`src/rtl/inst_queue_pkg.sv`:
```
// Shared instruction-queue types and default sizing.
package Public_Info;

  localparam int PC_W         = 32;
  localparam int IQ_DEPTH     = 8;
  localparam int IQ_IN_LANES  = 2;
  localparam int IQ_OUT_LANES = 2;

  // One fetched instruction slot as carried through the front end.
  typedef struct packed {
    logic [PC_W-1:0] PC;
  } PC_set;

endpackage

```
`src/rtl/inst_queue_ptr.sv`:
```
// Head/tail/count bookkeeping for inst_queue: push gating, pop clamping, wrap.
module inst_queue_ptr
  import Public_Info::*;
#(
  parameter  int DEPTH     = IQ_DEPTH,
  parameter  int IN_LANES  = IQ_IN_LANES,
  parameter  int OUT_LANES = IQ_OUT_LANES,
  localparam int PW        = $clog2(DEPTH),
  localparam int CW        = $clog2(DEPTH + 1),
  localparam int IW        = $clog2(IN_LANES + 1),
  localparam int OW        = $clog2(OUT_LANES + 1)
) (
  input  logic          clk,
  input  logic          rstn,
  input  logic          flush,
  input  logic [IW-1:0] push_cnt,
  input  logic [OW-1:0] pop_req,
  output logic [PW-1:0] head,
  output logic [PW-1:0] tail,
  output logic [CW-1:0] count,
  output logic          ready
);

  logic [CW-1:0] pop_amt;
  logic [CW-1:0] push_amt;
  logic [CW-1:0] free_slots;

  // Ready only when a full-width push fits; pops never exceed what is held.
  always_comb begin
    free_slots = CW'(DEPTH) - count;
    ready      = (free_slots >= CW'(IN_LANES));
    push_amt   = ready ? CW'(push_cnt) : '0;
    pop_amt    = (CW'(pop_req) > count) ? count : CW'(pop_req);
  end

  // Pointer/count state; flush and reset both collapse the queue to empty.
  // DEPTH is a power of two, so pointer wrap is plain truncation.
  always_ff @(posedge clk) begin
    if (!rstn || flush) begin
      head  <= '0;
      tail  <= '0;
      count <= '0;
    end else begin
      head  <= head + PW'(pop_amt);
      tail  <= tail + PW'(push_amt);
      count <= count + push_amt - pop_amt;
    end
  end

endmodule

```
`src/rtl/inst_queue.sv`:
```
// Multi-lane in-order instruction queue: IN_LANES push, OUT_LANES peek/pop.
module inst_queue
  import Public_Info::*;
#(
  parameter  int DEPTH     = IQ_DEPTH,
  parameter  int IN_LANES  = IQ_IN_LANES,
  parameter  int OUT_LANES = IQ_OUT_LANES,
  localparam int PW        = $clog2(DEPTH),
  localparam int CW        = $clog2(DEPTH + 1),
  localparam int IW        = $clog2(IN_LANES + 1),
  localparam int OW        = $clog2(OUT_LANES + 1)
) (
  input  logic                        clk,
  input  logic                        rstn,
  input  logic                        flush,
  input  logic [IN_LANES-1:0]         i_valid,
  input  PC_set [IN_LANES-1:0]        i_data,
  output logic                        o_ready,
  output logic [OUT_LANES-1:0]        o_valid,
  output PC_set [OUT_LANES-1:0]       o_data,
  input  logic [OW-1:0]               i_pop_cnt,
  output logic [CW-1:0]               o_count
);

  PC_set         mem [DEPTH];
  logic [PW-1:0] head;
  logic [PW-1:0] tail;
  logic [CW-1:0] count;
  logic [IW-1:0] push_cnt;
  logic          push_en;

  // Lanes arrive contiguous from lane 0, so the popcount is the push amount.
  always_comb begin
    push_cnt = '0;
    for (int k = 0; k < IN_LANES; k++) push_cnt = push_cnt + IW'(i_valid[k]);
  end

  assign push_en = o_ready & ~flush;

  inst_queue_ptr #(
    .DEPTH    (DEPTH),
    .IN_LANES (IN_LANES),
    .OUT_LANES(OUT_LANES)
  ) u_ptr (
    .clk     (clk),
    .rstn    (rstn),
    .flush   (flush),
    .push_cnt(push_cnt),
    .pop_req (i_pop_cnt),
    .head    (head),
    .tail    (tail),
    .count   (count),
    .ready   (o_ready)
  );

  // Entry storage: lane k lands at tail+k; reset scrubs every slot to zero.
  always_ff @(posedge clk) begin
    if (!rstn) begin
      for (int i = 0; i < DEPTH; i++) mem[i] <= '0;
    end else if (push_en) begin
      for (int k = 0; k < IN_LANES; k++)
        if (i_valid[k]) mem[tail + PW'(k)] <= i_data[k];
    end
  end

  // Output lane mux: lane k shows the k-th oldest entry straight from storage.
  for (genvar k = 0; k < OUT_LANES; k++) begin : g_out
    logic [PW-1:0] rd_idx;
    assign rd_idx     = head + PW'(k);
    assign o_data[k]  = mem[rd_idx];
    assign o_valid[k] = (count > CW'(k));
  end

  assign o_count = count;

endmodule

```
`config.mk`:
```
export PLATFORM = sky130hd
export DESIGN_NAME = inst_queue
export DESIGN_NICKNAME = d
export VERILOG_FILES = /design/src/rtl/inst_queue_pkg.sv /design/src/rtl/inst_queue_ptr.sv /design/src/rtl/inst_queue.sv
export SDC_FILE = /design/constraint.sdc
export NUM_CORES = 1
export LEC_CHECK = 0
export CORE_MARGIN = 3
export CORE_UTILIZATION = 39
export CTS_BUF_LIST = sky130_fd_sc_hd__clkbuf_16
export DETAILED_ROUTE_END_ITERATION = 12
export GPL_TIMING_DRIVEN = 0
export SYNTH_ARGS = -nofsm -noshare
export SYNTH_HDL_FRONTEND = slang
export SYNTH_SLANG_ARGS = --single-unit
export TNS_END_PERCENT = 100
```
`constraint.sdc`:
```
create_clock -name clk -period 5 [get_ports clk]
set_input_delay 1.5 -clock clk [delete_from_list [all_inputs] [get_ports clk]]
set_output_delay 1.5 -clock clk [all_outputs]
set_load 0.005 [all_outputs]
```
Yosys cells after proc, flatten, opt, wreduce, memory -nomap -nowiden
Memory sizes are Yosys's and may differ from the RTL's. A register that Yosys moved wholly into a read port is not among the register bits.
Index checks and enable logic that the tools add are counted.
- add/sub/neg operators: 8
- order comparisons: 4
- muxes and demuxes: 18
- bitwise logic cells: 2
- reductions and logical operators: 4
- operators with widths (kind ; count):
    $mux 32 ; 2
    $reduce_or 32->1 ; 2
    $mux 1 ; 11
    $mux 3 ; 3
    $gt 4x1->1 const B ; 2
    $add 3x1->3 const B ; 2
    $add 3x3->3 ; 2
    $add 4x4->4 ; 1
    $ge 4x2->1 const B ; 1
    $gt 2x4->1 ; 1
    $mux 4 ; 1
    $sub 4x4->4 ; 1
    $sub 4x4->4 const A ; 1
    $add 1x1->2 ; 1
    $mux 2 ; 1
    $and 1x1->1 ; 1
    $logic_not 1->1 ; 1
    $logic_or 1x1->1 ; 1
    $not 1->1 ; 1
- bits in registers: 10
- bits in writable memories: 256
- input bits: 71
- output and inout port bits: 71
- word-level logic and storage cells: 40
- memories kept: 1
- memories (memory ; words ; bits a word ; rd ports ; clocked after Yosys merged registers in ; wr ports ; RTL line ; RTL):
    mem ; 8 ; 32 ; 2 ; 1 ; 8 ; inst_queue.sv:25 ; PC_set mem [DEPTH];

Logic depth before layout (Yosys ltp)
- depth after elaboration: 8
- mapped depth: 15
- mapped depth without buffers: 14

By module
From an unflattened synthesis, not the netlist that was laid out.
- cell total of the unflattened synthesis: 1278
- area, all modules: 15882.7 sq um
- modules (own cells, without submodules) (module ; times used ; cells each ; area each (sq um) ; sequential area each (sq um)):
    inst_queue ; 1 ; 1200 ; 15143.3 ; 7687.4
    inst_queue_ptr ; 1 ; 78 ; 739.5 ; 200.2

Worst setup path before layout
Ideal clock, no wire load.
- kind: in2reg
- start point: input flush
- end point: memory mem[0][0] in the netlist's numbering, enable pin
- library setup time: 0.425 ns
- arrival time: 3.757 ns
- data required time: 4.575 ns
- setup slack: 0.817 ns
- stages on the path: 5
- path buffers: 1
- cells stage by stage: or3b_1 > nor2_2 > buf_4 > a22oi_1 > o21ai_1
- RTL lines (item ; RTL line ; RTL):
    start, declared ; inst_queue.sv:15 ; input logic flush,
    end, declared ; inst_queue.sv:25 ;

==> flow_metrics.py <==
metrics = {
    "status": {
        "status": "finished clean",
    },
    "yosys": {
        "synth_most_common_cell": "nor2_1",
        "yosys_warnings": 0,
        "yosys.area.top_type_share_pct": 45.8,
        "synth.area.top_cells": "edfxtp_1 46%, mux4_2 17%, a32oi_1 13%, nor2_1 5.9%, mux2_2 4.3%",
        "synth_edf_count": 256,
        "synth_nets": 1391,
        "avgSynthCellArea_um2": 12.9,
        "yosys.area_share.xor_xnor_pct": 0.559,
        "postSynthCellCount": 1300,
        "yosys.area.top_type": "edfxtp_1",
        "yosys.area_share.simple_pct": 9.54,
        "synth_mux_area_share_pct": 21.5,
        "synthTopCellsByCount": "266 x nor2_1, 258 x a32oi_1, 256 x edfxtp_1",
        "synth_top_family_by_area": "multiplexers",
        "synth_ff_type": "edfxtp_1",
        "synthAdderAreaFrac_pct": 1.67,
        "synthArstFlopShare_pct": 0,
        "synth_compound_area_share_pct": 14.3,
        "synth_cell_types": 39,
        "ys_seq_area_share_pct": 47.0,
        "ys_ff_latch": 266,
        "syn-cell-area_mm2": 0.0168,
    },
    "critical_path": {
        "cp.required_ns": 3.50,
        "arrival_ns": 3.23,
        "max_stage_delay_ns": 0.52,
        "end_kind": "primary output",
        "crit_type": "reg -> out",
        "crit_chain": "ha_1 -> xor2_1 -> buf_2 -> mux2_2 -> clkdlybuf4s50_1",
        "r2r_setup_slack_ns": 1.49,
        "critical_path.max_fanout": 10,
        "slowest_stage": "xor2_1",
        "worstSetupStartpointType": "register",
    },
    "pwr": {
        "p_clk_share_pct": 22.7,
        "internal_power_mw": 5.59,
        "total_power_mw": 9.33,
        "p_sw_mw": 3.73,
        "power.density_mw_per_mm2": 464,
        "p_leak_nw": 7.09,
        "seqPwrFrac_pct": 29.8,
        "peakVddDrop_uv": 378,
        "p_sw_share_pct": 40.0,
        "combPwrFrac_pct": 47.4,
    },
    "floorplanning": {
        "num_rows": 75,
        "die_h_um": 214,
        "ios": 142,
        "die_w_um": 214,
        "fp.dieArea_mm2": 0.0456,
        "core_mm2": 0.0422,
        "initial_core_util_pct": 39.8,
    },
    "timing": {
        "max_freq_mhz": 211,
        "setup_slack_ns": 0.269,
        "period_needed_ns": 4.73,
        "finalSetupViolCount": 0,
        "worst-slew-pin-transition_ns": 1.24,
        "hold_viol_final": 0,
        "relSlewSlack_pct": 17.5,
        "post-route-period-util_pct": 94.6,
        "rsz0062_at_grt": "false",
        "finClkSkew_ns": 0.00913,
        "slew_viol_final": 0,
        "setup_tns_ns": 0,
    },
    "clock_tree": {
        "root_buffer": "clkbuf_16",
        "path_clk_slew_ns": 0.06,
        "cts_setup_buffers": 0,
        "cts_tree": "yes",
        "cts_resized": 0,
        "clk_latency_ns": 0.57,
        "clockBufferDepth": 3,
        "cts_hold_buf": 0,
        "cts.sinks": 266,
        "ctsHtreeMaxLevel": 1,
        "cts_buffers": 31,
    },
    "detailed_routing": {
        "first_pass_iters": 8,
        "drc": 0,
        "wirelength_mm": 65.9,
        "ant_nets": 0,
        "routed-via-count": 14138,
        "routedWlPerCell_um": 32.3,
        "viasPerCell": 6.93,
        "drtIter0Drc": 2278,
    },
    "global_routing": {
        "gr-total-overflow": 0,
        "grt_pass1_wl_mm": 95.1,
        "grt_pass1_vias": 14342,
        "grtUsageTotal_pct": 28.7,
        "antenna_found_initial": 1,
        "grt_max_degree": 22,
    },
    "cells_and_area": {
        "final_area_mm2": 0.0201,
        "fill_cells": 3738,
        "drive_gt1_share_pct": 25.4,
        "antenna_cells": 0,
        "nNetsFinal": 1575,
        "syn_to_final_growth_pct": 19.7,
    },
    "placed_design": {
        "gp_congestion": 0.930,
        "placed_area_mm2": 0.0192,
        "portBuffers": 141,
        "place_hpwl_mm": 44.5,
        "place_ws_ns": 0.466,
    },
    "run": {
        "drv_cap": 0,
    },
    "worst_hold_path": {
        "hold_path_class": "reg -> reg",
    },
}
cell usage in the layout, fill, tap and decap left out, drive strengths merged, types with 2 or more instances in the layout:
cell	n
nor2	268
a32oi	258
edfxtp	256
clkdlybuf4s50	141
buf	140
mux4	128
mux2	64
clkbuf	58
nor2b	40
and2	39
inv	19
ha	16
dfxtp	10
o21ai	10
clkinv	9
nand2	7
a22oi	7
xnor2	6
fa	4
nand2b	3
xor2	3
bufinv	2
logic make-up (layout without fill, tap and decap cells):
logic type      Yosys count  after routing
buf+inv                 169            370
simple gates            363            363
fa+ha+maj                20             20
flops                   266            266
compound gates          281            281
xor+xnor                  9              9
mux                     192            192
power groups by stage:
stage / logic (mW) / clock network [mW] / registers (mW)
after detailed placement: 4.32 / 0 / 2.82
after floorplan: 2.35 / 0 / 2.79
after global placement: 4.20 / 0 / 2.83
final: 4.42 / 2.12 / 2.78
after CTS: 4.35 / 2.11 / 2.78
after global routing: 4.62 / 2.20 / 2.80
area by class of cell:
class / count / area [um^2] / area share (%)
inverter: 12 / 45.0 / 0.224
clock buffer: 31 / 776 / 3.86
buffer: 157 / 876 / 4.36
timing repair buffer: 151 / 1640 / 8.16
clock inverter: 19 / 133 / 0.659
tap: 539 / 674 / 3.35
sequential: 266 / 7890 / 39.2
multi-input combinational: 865 / 8080 / 40.2
per-stage QoR:
stage,util [%],std cells,hold slack [ns]
6_report,47.6,2040,0.660
3_3_place_gp,44.7,1980,0.666
4_1_cts,47.6,2040,0.671
2_1_floorplan,-,1300,0.596
5_1_grt,47.6,2040,0.717
3_5_place_dp,45.5,1990,0.654
metal layers:
metal | vias to the layer above | part of all wire, % | GRT usage [%]
li1 | 5701 | - | -
met1 | 7038 | 37 | 38.7
met2 | 1205 | 45 | 44.5
met3 | 194 | 14 | 8.03
met4 | 0 | 3.8 | 10.6
met5 | - | 0 | 0
flip-flops by register name (all words and copies together), names as in the netlist:
signal       count
u_ptr.tail       3
u_ptr.head       3
u_ptr.count      4
mem            256
worst max-delay path: cells and delay by family (launching register included):
family | cells | cell delay [ns]
XOR/XNOR | 1 | 0.52
adder cells (fa/ha/maj) | 1 | 0.22
buffers and inverters | 2 | 0.98
flip-flops | 1 | 0.50
multiplexers | 1 | 0.45
final timing paths:
check	depth (start not counted)	start	end
setup reg to reg	15	u_ptr.count[0]	u_ptr.count[3]
hold reg to reg	3	u_ptr.count[2]	u_ptr.head[2]
setup / recovery	5	u_ptr.head[0]	o_data[50]
hold / removal	3	u_ptr.count[2]	u_ptr.head[2]
No activity file was read; power rests on OpenSTA's default activity.
